### src/rtl/seven_segment_scan_decoder_pkg.sv
// Shared constants for the multiplexed 7-segment display path: segment codes,
// anode slot patterns, and anode classification used by the scan decoder.
package seven_seg_pkg;

  localparam logic [7:0] SEG_0     = 8'hC0;
  localparam logic [7:0] SEG_1     = 8'hF9;
  localparam logic [7:0] SEG_2     = 8'hA4;
  localparam logic [7:0] SEG_3     = 8'hB0;
  localparam logic [7:0] SEG_4     = 8'h99;
  localparam logic [7:0] SEG_5     = 8'h92;
  localparam logic [7:0] SEG_6     = 8'h82;
  localparam logic [7:0] SEG_7     = 8'hF8;
  localparam logic [7:0] SEG_8     = 8'h80;
  localparam logic [7:0] SEG_9     = 8'h90;
  localparam logic [7:0] SEG_BLANK = 8'hFF;

  localparam logic [3:0] AN_MIN1 = 4'b0111;
  localparam logic [3:0] AN_MIN0 = 4'b1011;
  localparam logic [3:0] AN_SEC1 = 4'b1101;
  localparam logic [3:0] AN_SEC0 = 4'b1110;

  localparam logic [3:0] DIGIT_BLANK = 4'hF;

  typedef enum logic [1:0] {
    AN_IDLE,
    AN_SINGLE,
    AN_MULTI
  } an_class_e;

  // Anodes are active-low, so the number of zero bits is the number of lit slots.
  function automatic an_class_e classify_anode(input logic [3:0] an);
    logic [2:0] lows;
    lows = 3'd0;
    for (int i = 0; i < 4; i++) begin
      if (!an[i]) lows = lows + 3'd1;
    end
    if (lows == 3'd0) return AN_IDLE;
    if (lows == 3'd1) return AN_SINGLE;
    return AN_MULTI;
  endfunction

endpackage

### src/rtl/seven_segment_pattern_decoder.sv
// Combinational inverse of the display encoder: seg[6:0] (active-low, dp
// position treated as unlit) back to a BCD digit plus blank/invalid flags.
module seven_segment_pattern_decoder
  import seven_seg_pkg::*;
(
  input  logic [6:0] seg,
  output logic [3:0] digit,
  output logic       blank,
  output logic       invalid
);

  always_comb begin
    digit   = DIGIT_BLANK;
    blank   = 1'b0;
    invalid = 1'b0;
    case ({1'b1, seg})
      SEG_0:     digit = 4'd0;
      SEG_1:     digit = 4'd1;
      SEG_2:     digit = 4'd2;
      SEG_3:     digit = 4'd3;
      SEG_4:     digit = 4'd4;
      SEG_5:     digit = 4'd5;
      SEG_6:     digit = 4'd6;
      SEG_7:     digit = 4'd7;
      SEG_8:     digit = 4'd8;
      SEG_9:     digit = 4'd9;
      SEG_BLANK: blank = 1'b1;
      default:   invalid = 1'b1;
    endcase
  end

endmodule

### src/rtl/seven_segment_scan_decoder.sv
// Display-bus monitor: filters scan transitions on the active-low anode/segment
// bus and rebuilds mm:ss frames. Define SEVEN_SEG_DECODER_DP_EN to add out_dp.
module seven_segment_scan_decoder
  import seven_seg_pkg::*;
#(
  parameter int unsigned STABLE_CYCLES  = 4,
  parameter int unsigned TIMEOUT_CYCLES = 200000
) (
  input  logic       in_clock,
  input  logic       in_reset,
  input  logic [3:0] in_an,
  input  logic [7:0] in_seg,
  output logic [3:0] out_minute1,
  output logic [3:0] out_minute0,
  output logic [3:0] out_second1,
  output logic [3:0] out_second0,
  output logic [3:0] out_blank,
`ifdef SEVEN_SEG_DECODER_DP_EN
  output logic [3:0] out_dp,
`endif
  output logic       out_frame_valid,
  output logic       out_error,
  output logic       out_stale
);

  localparam logic [7:0]  STABLE_W  = 8'(STABLE_CYCLES);
  localparam logic [23:0] TIMEOUT_W = 24'(TIMEOUT_CYCLES);

  logic [3:0]       an_q, an_d;
  logic [7:0]       seg_q, seg_d;
  logic [11:0]      prev_q, prev_d;
  logic [7:0]       stab_cnt_q, stab_cnt_d;
  logic             committed_q, committed_d;
  logic [3:0]       mask_q, mask_d;
  logic [3:0][3:0]  shadow_digit_q, shadow_digit_d;
  logic [3:0]       shadow_blank_q, shadow_blank_d;
  logic [3:0][3:0]  digit_q, digit_d;
  logic [3:0]       blank_q, blank_d;
  logic             frame_valid_q, frame_valid_d;
  logic             error_q, error_d;
  logic             stale_q, stale_d;
  logic [23:0]      to_cnt_q, to_cnt_d;
`ifdef SEVEN_SEG_DECODER_DP_EN
  logic [3:0]       shadow_dp_q, shadow_dp_d;
  logic [3:0]       dp_q, dp_d;
`endif

  logic [3:0]  dec_digit;
  logic        dec_blank;
  logic        dec_invalid;
  logic        qualify;
  logic        slot_commit;
  logic        publish;
  logic        code_bad;
  logic [3:0]  commit_digit;
  logic        commit_blank;
  an_class_e   an_class;

  seven_segment_pattern_decoder u_decoder (
    .seg     (seg_q[6:0]),
    .digit   (dec_digit),
    .blank   (dec_blank),
    .invalid (dec_invalid)
  );

  always_comb begin
    an_d           = in_an;
    seg_d          = in_seg;
    prev_d         = {an_q, seg_q};
    stab_cnt_d     = stab_cnt_q;
    committed_d    = committed_q;
    mask_d         = mask_q;
    shadow_digit_d = shadow_digit_q;
    shadow_blank_d = shadow_blank_q;
    digit_d        = digit_q;
    blank_d        = blank_q;
    error_d        = error_q;
    to_cnt_d       = to_cnt_q;
`ifdef SEVEN_SEG_DECODER_DP_EN
    shadow_dp_d    = shadow_dp_q;
    dp_d           = dp_q;
`endif

    // A change restarts the dwell; a steady bus counts up and commits once per dwell.
    if ({an_q, seg_q} != prev_q) begin
      stab_cnt_d  = 8'd1;
      committed_d = 1'b0;
    end else if (stab_cnt_q != 8'hFF) begin
      stab_cnt_d = stab_cnt_q + 8'd1;
    end
    qualify = !committed_d && (stab_cnt_d == STABLE_W);
    if (qualify) committed_d = 1'b1;

    an_class    = classify_anode(an_q);
    slot_commit = qualify && (an_class == AN_SINGLE);

`ifdef SEVEN_SEG_DECODER_DP_EN
    code_bad = dec_invalid;
`else
    code_bad = dec_invalid || !seg_q[7];
`endif
    commit_digit = code_bad ? DIGIT_BLANK : dec_digit;
    commit_blank = dec_blank && !code_bad;

    if (qualify && ((an_class == AN_MULTI) || ((an_class == AN_SINGLE) && code_bad)))
      error_d = 1'b1;

    // Publishing clears the mask first so a commit in the same cycle starts the next frame.
    publish       = (mask_q == 4'hF);
    frame_valid_d = publish;
    if (publish) begin
      digit_d = shadow_digit_q;
      blank_d = shadow_blank_q;
      mask_d  = 4'h0;
`ifdef SEVEN_SEG_DECODER_DP_EN
      dp_d    = shadow_dp_q;
`endif
    end

    if (slot_commit) begin
      for (int i = 0; i < 4; i++) begin
        if (!an_q[i]) begin
          shadow_digit_d[i] = commit_digit;
          shadow_blank_d[i] = commit_blank;
`ifdef SEVEN_SEG_DECODER_DP_EN
          shadow_dp_d[i]    = !seg_q[7];
`endif
        end
      end
      mask_d = mask_d | ~an_q;
    end

    if (slot_commit) begin
      to_cnt_d = 24'd0;
    end else if (to_cnt_q != TIMEOUT_W) begin
      to_cnt_d = to_cnt_q + 24'd1;
    end
    // A stalled scan drops the partial frame; published outputs are left alone.
    stale_d = (to_cnt_d == TIMEOUT_W);
    if (stale_d) mask_d = 4'h0;
  end

  always_ff @(posedge in_clock) begin
    if (in_reset) begin
      an_q           <= 4'hF;
      seg_q          <= 8'hFF;
      prev_q         <= {4'hF, 8'hFF};
      stab_cnt_q     <= 8'd0;
      committed_q    <= 1'b0;
      mask_q         <= 4'h0;
      shadow_digit_q <= {4{DIGIT_BLANK}};
      shadow_blank_q <= 4'h0;
      digit_q        <= {4{DIGIT_BLANK}};
      blank_q        <= 4'h0;
      frame_valid_q  <= 1'b0;
      error_q        <= 1'b0;
      stale_q        <= 1'b0;
      to_cnt_q       <= 24'd0;
`ifdef SEVEN_SEG_DECODER_DP_EN
      shadow_dp_q    <= 4'h0;
      dp_q           <= 4'h0;
`endif
    end else begin
      an_q           <= an_d;
      seg_q          <= seg_d;
      prev_q         <= prev_d;
      stab_cnt_q     <= stab_cnt_d;
      committed_q    <= committed_d;
      mask_q         <= mask_d;
      shadow_digit_q <= shadow_digit_d;
      shadow_blank_q <= shadow_blank_d;
      digit_q        <= digit_d;
      blank_q        <= blank_d;
      frame_valid_q  <= frame_valid_d;
      error_q        <= error_d;
      stale_q        <= stale_d;
      to_cnt_q       <= to_cnt_d;
`ifdef SEVEN_SEG_DECODER_DP_EN
      shadow_dp_q    <= shadow_dp_d;
      dp_q           <= dp_d;
`endif
    end
  end

  assign out_minute1     = digit_q[3];
  assign out_minute0     = digit_q[2];
  assign out_second1     = digit_q[1];
  assign out_second0     = digit_q[0];
  assign out_blank       = blank_q;
  assign out_frame_valid = frame_valid_q;
  assign out_error       = error_q;
  assign out_stale       = stale_q;
`ifdef SEVEN_SEG_DECODER_DP_EN
  assign out_dp          = dp_q;
`endif

endmodule

### config.mk
export PLATFORM = sky130hd
export DESIGN_NAME = seven_segment_scan_decoder
export DESIGN_NICKNAME = d
export VERILOG_FILES = /design/src/rtl/seven_segment_scan_decoder_pkg.sv /design/src/rtl/seven_segment_pattern_decoder.sv /design/src/rtl/seven_segment_scan_decoder.sv
export SDC_FILE = /design/constraint.sdc
export NUM_CORES = 1
export LEC_CHECK = 0
export ABC_CLOCK_PERIOD_IN_PS = 3900
export BUFFER_PORTS_ARGS = -buffer_cell sky130_fd_sc_hd__buf_2
export CAP_MARGIN = 40
export CORE_ASPECT_RATIO = 1.25
export CORE_UTILIZATION = 44
export CTS_CLUSTER_DIAMETER = 100
export DETAILED_ROUTE_END_ITERATION = 8
export GPL_TIMING_DRIVEN = 0
export PLACE_DENSITY = 0.66
export SLEW_MARGIN = 25
export SYNTH_ARGS = -nofsm -noshare
export SYNTH_HDL_FRONTEND = slang
export SYNTH_SLANG_ARGS = --single-unit
### constraint.sdc
create_clock -name in_clock -period 3.9 [get_ports in_clock]
set_clock_uncertainty 0.2 [all_clocks]
set_input_delay 0.39 -clock in_clock [delete_from_list [all_inputs] [get_ports in_clock]]
set_output_delay 0.39 -clock in_clock [all_outputs]
set_load 0.02 [all_outputs]
### After elaboration in Yosys (flattened, before gate mapping)

Index checks and enable logic that the tools add are counted.

* word-level logic and storage cells: 94
* register bits after elaboration: 104

* bitwise gates (word level): 6
* reduce and logical (&&, ||, !) cells: 18
* add/subtract/negate cells: 5
* multiplexer cells: 23
* equality and inequality tests: 19

Operator list (count)
* $mux W24: 2
* $pmux W4 S10: 1
* $eq A7 B7 Y1 const B: 4
* $add A24 B1 Y24 const B: 1
* $eq A24 B18 Y1 const B: 1
* $ne A24 B18 Y1 const B: 1
* $eq A7 B5 Y1 const B: 3
* $mux W8: 2
* $eq A7 B6 Y1 const B: 2
* $mux W4: 3
* $ne A12 B12 Y1: 1
* $reduce_or A11 Y1: 1
* $add A3 B1 Y3 const B: 3
* $mux W3: 3
* $add A8 B1 Y8 const B: 1
* $eq A8 B3 Y1 const B: 1
* $mux W1: 8
* $mux W2: 4
* $ne A8 B8 Y1 const B: 1
* $reduce_and A2 Y1: 4
* $eq A7 B2 Y1 const B: 1
* $logic_not A7 Y1: 1
* $logic_and A1 B1 Y1: 5
* $eq A4 B4 Y1 const B: 1
* 10 further kinds: 16

### Longest topological paths before layout

Gate-level depths: netlist of run 1.

* depth after elaboration: 17
* depth in mapped cells: 13

### Hierarchy

A second synthesis of run 1 with hierarchy kept.

* cell total of the unflattened synthesis: 545
* area, all modules: 4848.4 µm²

Modules (own cells, without submodules)
* seven_segment_scan_decoder: area an instance 4616.9 µm², cells an instance 513, instances 1
* seven_segment_pattern_decoder: area an instance 231.5 µm², cells an instance 32, instances 1

### Least setup slack after synthesis of run 1

OpenSTA, ideal clock, no wires.

* kind: reg-to-reg
* start: reg an_q[0]
* end: reg shadow_digit_q[11] in the netlist's numbering
* setup slack: 0.907 ns
* stages on the path, launching flop included: 12
* period minus slack after synthesis: 2.993 ns
* arrival: 2.676 ns
* library setup time: 0.117 ns
* path through: dfxtp_1 -> inv_1 -> ha_1 -> xnor2_1 -> ha_1 -> nor3_1 -> a31oi_1 -> a211oi_1 -> nand4b_4 -> nor2_4 -> mux2i_1 -> nand2b_1

* longest elaborated chain between the ends: 15
* elaborated cells on any way between the ends: 24
* classes of those cells: add/sub: 3; eq/ne: 4; mux: 12; reduce/logical: 5

RTL lines
* start: declaration: line seven_segment_scan_decoder.sv:29 `logic [3:0] an_q, an_d;`
* start signal: assignment: line seven_segment_scan_decoder.sv:164 `an_q <= an_d;`
* $mux W1: line seven_segment_scan_decoder_pkg.sv:35 `if (!an[i]) lows = lows + 3'd1;`
* $add A3 B1 Y3: line seven_segment_scan_decoder_pkg.sv:35
* $mux W3: line seven_segment_scan_decoder_pkg.sv:35
* $add A3 B1 Y3: line seven_segment_scan_decoder_pkg.sv:35
* $mux W3: line seven_segment_scan_decoder_pkg.sv:35
* $add A3 B1 Y3: line seven_segment_scan_decoder_pkg.sv:35
* $mux W3: line seven_segment_scan_decoder_pkg.sv:35
* $eq A3 B1 Y1: line seven_segment_scan_decoder_pkg.sv:38 `if (lows == 3'd1) return AN_SINGLE;`
* $mux W1 (2 in series): line seven_segment_scan_decoder_pkg.sv:38
* $mux W2: line seven_segment_scan_decoder_pkg.sv:39 `return AN_MULTI;`
* $mux W2: line seven_segment_scan_decoder_pkg.sv:38
* $eq A2 B1 Y1: line seven_segment_scan_decoder.sv:95 `slot_commit = qualify && (an_class == AN_SINGLE);`
* $logic_and A1 B1 Y1 (*): line seven_segment_scan_decoder.sv:95
* $reduce_and A2 Y1 (no line) (*)
* end signal: assignment: line seven_segment_scan_decoder.sv:151 `shadow_digit_q <= {4{DIGIT_BLANK}};`
* end signal: assignment: line seven_segment_scan_decoder.sv:170 `shadow_digit_q <= shadow_digit_d;`
* end: declaration: line seven_segment_scan_decoder.sv:35 `logic [3:0][3:0] shadow_digit_q, shadow_digit_d;`

Mark *: on every way between the ends. The rest lies on a longest branch, timed or not. The select of a mux whose other input is x is not followed.
A chain may end at the register's enable or synchronous reset.

### Worst setup path in the final report of run 1

* start: reg to_cnt_q[1]
* end: reg mask_q[1]

* longest elaborated chain between the ends: 5
* elaborated cells on any way between the ends: 6
* classes of those cells: add/sub: 1; eq/ne: 2; mux: 2; reduce/logical: 1

RTL lines
* start: declaration: line seven_segment_scan_decoder.sv:42 `logic [23:0] to_cnt_q, to_cnt_d;`
* start signal: assignment: line seven_segment_scan_decoder.sv:177 `to_cnt_q <= to_cnt_d;`
* $add A24 B1 Y24 / $ne A24 B18 Y1 (equally long branches): line seven_segment_scan_decoder.sv:136, seven_segment_scan_decoder.sv:135
* $mux W24 (*): line seven_segment_scan_decoder.sv:135 `end else if (to_cnt_q != TIMEOUT_W) begin`
* $mux W24 (*): line seven_segment_scan_decoder.sv:133 `if (slot_commit) begin`
* $eq A24 B18 Y1 (*): line seven_segment_scan_decoder.sv:139 `stale_d = (to_cnt_d == TIMEOUT_W);`
* $reduce_or A2 Y1 (no line) (*)
* end signal: assignment: line seven_segment_scan_decoder.sv:169 `mask_q <= mask_d;`
* end: declaration: line seven_segment_scan_decoder.sv:34 `logic [3:0] mask_q, mask_d;`

Mark *: on every way between the ends. The rest lies on a longest branch, timed or not.

==> out/metrics.cfg, run 1 <==
[job]
drv_cap = 0

[clock_tree]
cts_tree = built
path_clk_slew_ns = 0.07
root_buffer = clkbuf_16
post_cts_buffers = 0
numCtsBuffers = 9
h-tree-depth = 3
clk-insertion-delay-late_ns = 0.34
hold_buffers = 0
post_cts_resized = 0
clock_sinks = 104
clk_path_buf_depth = 2

[synthesis]
synth_area_um2 = 4960
syn-num-nets = 597
syn_area_per_cell_um2 = 8.59
synth.distinct_cells = 56
synth_edf_count = 0
synthCells = 577
ys_seq_area_frac = 0.420
synth_ff_type = dfxtp_1
ys_warn_count = 0
synthArstFlopShare = 0
ys_seq_elements = 104

[worst_setup_path]
critPathBufInv = 1
start_kind = register
crit_type = reg -> reg
cpPeakStageDelay_ns = 0.72
worstPathCellList = ha_1 > buf_2 > nand4_1 > nor3_1 > nand3_1 > a221oi_1 > nand4_1 > nor4_2 > nor3_1
cpMaxStageDelayCell = nor3_1
cp_max_fo = 10
endpoint_kind = register
critPathTopFamily = simple AND/OR/NAND/NOR gates
worstPathArrival_ns = 3.54
cp.required_ns = 3.91

[die]
start_util = 0.460
placementRows = 42
die_area_um2 = 11700
ioPinCount = 37
core_um2 = 10800
die-width_um = 96.9
fp.dieH_um = 121

[global_route]
grt_pass1_vias = 3839
grtUsageTotal = 0.185
grt_max_degree = 18
grt_overflow = 0
grt_pass1_wl_um = 17700
antenna_found_initial = 0

[detailed_routing]
wl_per_cell_um = 13.7
drt_iter0_drc = 150
route.antenna.remaining_nets = 0
drt-total-wl_um = 10400
vias_per_cell = 5.41
vias = 4120
drt-pass1-iter-count = 4
drc = 0

[sta]
finalHoldViolations = 0
finalCritPeriodShare = 0.907
post-route-min-period_ns = 3.54
worstMarginPinSlew_ns = 0.806
finalWorstSetupSlack_ns = 0.364
finalMaxSlewViolations = 0
max_freq_mhz = 283
setup_viol = 0
rsz0062_at_grt = no
final.setup.tns_ns = 0
slew_headroom = 0.458

[finish]
layout-drive-gt1-share = 0.173
layout_common_cells = dfxtp_1, nand2_1, nor2_1
utilization = 0.519
nets = 646
stdcell_area_um2 = 5590
antenna_cells = 0
layout_commonest_cell = dfxtp_1
area_growth_pct = 12.8

[power]
ir_drop_uv = 191
p_per_area_nw_per_um2 = 368
leakagePower_nw = 2.07

[placed_design]
gp_congestion = 0.863
io_buffers = 36
pre_cts_slack_ns = 0.349
dpl.hpwl_um = 7600
place_area_um2 = 5320

[min_path]
hp-class = in -> reg

[run_status]
status = complete, no violations

## routing by layer
layer,global-route usage,up-vias,wire (µm),part of all wire
met5,0,-,0,0
met4,0.0756,0,219,0.021
met3,0.0295,18,295,0.028
met2,0.323,75,5210,0.50
met1,0.227,1941,4690,0.45
li1,-,2086,-,-
## worst register-to-register path, cell delays in order (launching register included)
cell and delay (ns):
dfxtp_1 0.47, ha_1 0.19, buf_2 0.20, nand4_1 0.23, nor3_1 0.72, nand3_1 0.23, a221oi_1 0.38, nand4_1 0.18
nor4_2 0.48, nor3_1 0.12
## state kept, by name, indices dropped and copies added, names as in the netlist
name	count
to_cnt_q	24
shadow_digit_q	16
prev_q	12
seg_q	8
stab_cnt_q	8
an_q	4
mask_q	4
out_blank	4
out_minute0	4
out_minute1	4
out_second0	4
out_second1	4
shadow_blank_q	4
committed_q	1
out_error	1
out_frame_valid	1
out_stale	1
## layout make-up
class | count | area (µm²)
buffer | 40 | 180
clock buffer | 10 | 229
clock inverter | 5 | 42.5
fill | 1051 | 5180
inverter | 11 | 41.3
multi-input combinational | 422 | 2660
sequential | 104 | 2080
tap | 132 | 165
timing repair buffer | 38 | 196
## metrics by stage
stage | hold slack, ns | std cells | power, W
2_1_floorplan | 0.231 | 577 | 0.00121
3_3_place_gp | 0.243 | 745 | 0.00124
3_5_place_dp | 0.249 | 747 | 0.00124
4_1_cts | 0.0148 | 762 | 0.00208
5_1_grt | 0.0185 | 762 | 0.00214
6_report | 0.0231 | 762 | 0.00206
## path summary, 6_finish.rpt
check | slack (ns) | depth (start not counted) | startpoint | to
setup / recovery | 0.36 | 9 | to_cnt_q[1]$_SDFF_PP0_ | mask_q[1]$_SDFF_PP0_
hold / removal | 0.02 | 2 | in_seg[5] | seg_q[5]$_SDFF_PP1_
setup reg to reg | 0.36 | 9 | to_cnt_q[1]$_SDFF_PP0_ | mask_q[1]$_SDFF_PP0_
hold reg to reg | 0.26 | 2 | out_blank[3]$_SDFFE_PP0P_ | out_blank[3]$_SDFFE_PP0P_
## cell usage after synthesis, drive strengths merged, types with 2 or more instances
| cell type | count | area (µm²) |
|---|---|---|
| a21bo | 2 | 20.0 |
| o22ai | 3 | 18.8 |
| a21oi | 21 | 105 |
| a2111oi | 4 | 53.8 |
| or4 | 3 | 22.5 |
| and3 | 8 | 50.1 |
| a32oi | 2 | 17.5 |
| clkbuf | 25 | 95.1 |
| nor3b | 3 | 22.5 |
| inv | 11 | 41.3 |
| nor3 | 18 | 90.1 |
| or3 | 4 | 25.0 |
| nor2b | 7 | 43.8 |
| nor2 | 64 | 270 |
| nor4 | 8 | 62.6 |
| xor2 | 16 | 140 |
| buf | 15 | 85.1 |
| a2bb2oi | 2 | 17.5 |
| and4 | 4 | 35.0 |
| mux2i | 21 | 210 |
| ha | 6 | 75.1 |
| dfxtp | 104 | 2080 |
| a31oi | 4 | 25.0 |
| nand2 | 64 | 240 |
| nand2b | 11 | 68.8 |
| nand4 | 20 | 125 |
| o21ai | 10 | 50.1 |
| or2 | 28 | 175 |
| nand3 | 20 | 100 |
| and2 | 3 | 18.8 |
| xnor2 | 23 | 201 |
| nand4b | 4 | 50.1 |
| a211oi | 6 | 50.1 |
| nand3b | 18 | 135 |
## kinds of logic after synthesis
group | after synthesis | synth area share
AO/OA/AOI/OAI | 64 | 0.0891
adder cells (fa/ha/maj) | 6 | 0.0151
AND/OR/NAND/NOR | 291 | 0.317
XOR/XNOR | 39 | 0.0689
multiplexers | 22 | 0.0447
buffers and inverters | 51 | 0.0447
flip-flops | 104 | 0.420
## power by group
group	total [W]	switching [W]	leakage, nW	internal, W
Clock	0.000841	0.000403	0.135	0.000438
Sequential	0.00109	0.0000114	0.846	0.00108
Combinational	0.000131	0.0000752	1.09	0.0000563
No activity file was read; power rests on OpenSTA's default activity.
==> run 2, diff against run 1 <==
--- a/config.mk
+++ b/config.mk
@@ -5,7 +5,6 @@
 export SDC_FILE = /design/constraint.sdc
 export NUM_CORES = 1
 export LEC_CHECK = 0
-export ABC_CLOCK_PERIOD_IN_PS = 3900
 export BUFFER_PORTS_ARGS = -buffer_cell sky130_fd_sc_hd__buf_2
 export CAP_MARGIN = 40
 export CORE_ASPECT_RATIO = 1.25
@@ -14,6 +13,8 @@
 export DETAILED_ROUTE_END_ITERATION = 8
 export GPL_TIMING_DRIVEN = 0
 export PLACE_DENSITY = 0.66
+export RECOVER_POWER = 100
+export SETUP_SLACK_MARGIN = 0.1
 export SLEW_MARGIN = 25
 export SYNTH_ARGS = -nofsm -noshare
 export SYNTH_HDL_FRONTEND = slang
==> out/metrics.cfg, run 2 (synthesis gave the netlist of run 1 again) <==
[run_status]
status = complete, no violations

[worst_setup_path]
cp_max_fo = 6
cp.required_ns = 3.92
cpMaxStageDelayCell = a211oi_1
r2r_cells = 11
worstPathArrival_ns = 3.55
cp_common_cell = ha_1
reg2reg_slack_ns = 0.36
crit_type = reg -> reg
crit_start = an_q[0]$_SDFF_PP1_
cpPeakStageDelay_ns = 0.50
start_kind = register
r2r-start = an_q[0]$_SDFF_PP1_
r2r_end = shadow_blank_q[2]$_SDFFE_PP0P_
worstPathCellList = inv_1 > ha_1 > xnor2_1 > ha_1 > nor3_1 > a31oi_1 > a211oi_1 > nand4b_4 > nor2_2 > mux2i_1 > nor2_1
endpoint_kind = register

[die]
start_util = 0.460
ioPinCount = 37
die-width_um = 96.9
core_um2 = 10800
die_area_um2 = 11700
placementRows = 42
fp.dieH_um = 121

[global_route]
grt_max_degree = 18
antenna_found_initial = 0
grt_overflow = 0
grt_pass1_wl_um = 17700
grt_pass1_vias = 3839
grtUsageTotal = 0.185

[detailed_routing]
route.antenna.remaining_nets = 0
vias_per_cell = 5.38
drc = 0
drt-pass1-iter-count = 4
drt-total-wl_um = 10500
drt_iter0_drc = 166
vias = 4100
wl_per_cell_um = 13.7

[placed_design]
gp_congestion = 0.863
io_buffers = 36
dp_cells = 747
dpl.hpwl_um = 7600

[finish]
nets = 646
reg_top3 = to_cnt_q: 24 flops, shadow_digit_q: 16 flops, prev_q: 12 flops
fin_cells = 762
fillers = 1057
regArea_um2 = 2080
layout-drive-gt1-share = 0.137
layout_commonest_cell = dfxtp_1
layout_common_cells = dfxtp_1, nand2_1, nor2_1
area_growth_pct = 11.9
antenna_cells = 0
largest_reg_flops = 24
largest_register = to_cnt_q
multi_input_area_um2 = 2650

[power]
seqPwrFrac = 0.528
total_power_w = 0.00206
power_frac_clock = 0.409
power_frac_comb = 0.063
p_per_area_nw_per_um2 = 371
internal_power_w = 0.00157
leakagePower_nw = 2.02
power_switching_w = 0.000491
switching_share = 0.238
ir_drop_uv = 192

[clock_tree]
root_buffer = clkbuf_16
post_cts_buffers = 0
clk_path_buf_depth = 2
clock_sinks = 104
cts_tree = built
h-tree-depth = 3
path_clk_slew_ns = 0.07
clk-insertion-delay-late_ns = 0.34
numCtsBuffers = 9

[sta]
finalMaxSlewViolations = 0
post-route-min-period_ns = 3.54
max_freq_mhz = 283
slew_headroom = 0.530
final.setup.tns_ns = 0
setup_viol = 0
finalCritPeriodShare = 0.906
rsz0062_at_grt = no
worstMarginPinSlew_ns = 0.699
finalHoldViolations = 0

[min_path]
worstHoldEndpoint = seg_q[5]$_SDFF_PP1_
whs_path_depth = 2
hp-class = in -> reg
hp-start = in_seg[5]

[job]
drv_cap = 0

[run 2: cell count changes in the layout (fill, tap and decap cells not counted)]
cell,change
nor3_1,-1
buf_2,-24
clkbuf_1,+24
buf_4,-2
nor2_4,-3
nor3_2,+1
clkbuf_2,+2
nor2_2,+3
[run 2: worst max-delay path: cells and delay by family (launching register included)]
kind | cells | cell delay (ns)
fa+ha+maj | 2 | 0.73
compound gates | 2 | 0.59
flops | 1 | 0.48
buf+inv | 1 | 0.08
simple gates | 4 | 0.92
mux | 1 | 0.24
xor+xnor | 1 | 0.16
[run 2: worst max-delay path by stage]
| stage | endpoint | slack, ns | cells after the start |
|---|---|---|---|
| floorplan | shadow_digit_q[11]$_SDFFE_PP1P_ | 0.91 | 11 |
| global placement | mask_q[1]$_SDFF_PP0_ | 0.41 | 9 |
| detailed placement | mask_q[1]$_SDFF_PP0_ | 0.35 | 9 |
| CTS | mask_q[1]$_SDFF_PP0_ | 0.33 | 9 |
| global route | shadow_blank_q[2]$_SDFFE_PP0P_ | 0.12 | 11 |
| finish | shadow_blank_q[2]$_SDFFE_PP0P_ | 0.36 | 11 |
[run 2: metal layers]
metal	vias up	GRT usage	part of all wire
met1	1927	0.227	0.45
li1	2088	-	-
met4	0	0.0756	0.016
met5	-	0	0
met3	13	0.0295	0.035
met2	72	0.323	0.50
[run 2: power groups by stage]
| stage | registers (W) | logic, W | clock network, W |
|---|---|---|---|
| 3_5_place_dp | 0.00111 | 0.000132 | 0 |
| 6_report | 0.00109 | 0.000131 | 0.000842 |
| 4_1_cts | 0.00109 | 0.000132 | 0.000860 |
| 5_1_grt | 0.00109 | 0.000147 | 0.000903 |
| 2_1_floorplan | 0.00111 | 0.000100 | 0 |
| 3_3_place_gp | 0.00111 | 0.000127 | 0 |
[run 2: timing repair]
action | 4_1_cts | 5_1_grt
setup endpoints to repair | 0 | 1
hold buffers | 0 | 0
resized for setup | 0 | 1
[run 2: stage by stage]
step                 util  setup WS (ns)  hold slack, ns  area, µm²
finish              0.515          0.365          0.0218       5550
global route        0.515          0.118          0.0185       5550
CTS                 0.519          0.329          0.0148       5590
detailed placement  0.494          0.349           0.249       5320
global placement    0.492          0.405           0.243       5300
floorplan               -          0.907           0.231       4960
[run 2: layout make-up]
class	instances	share of cell area
multi-input combinational	422	0.477
clock inverter	5	0.00767
tap	132	0.0298
timing repair buffer	38	0.0300
clock buffer	10	0.0413
buffer	40	0.0316
inverter	11	0.00744
sequential	104	0.375
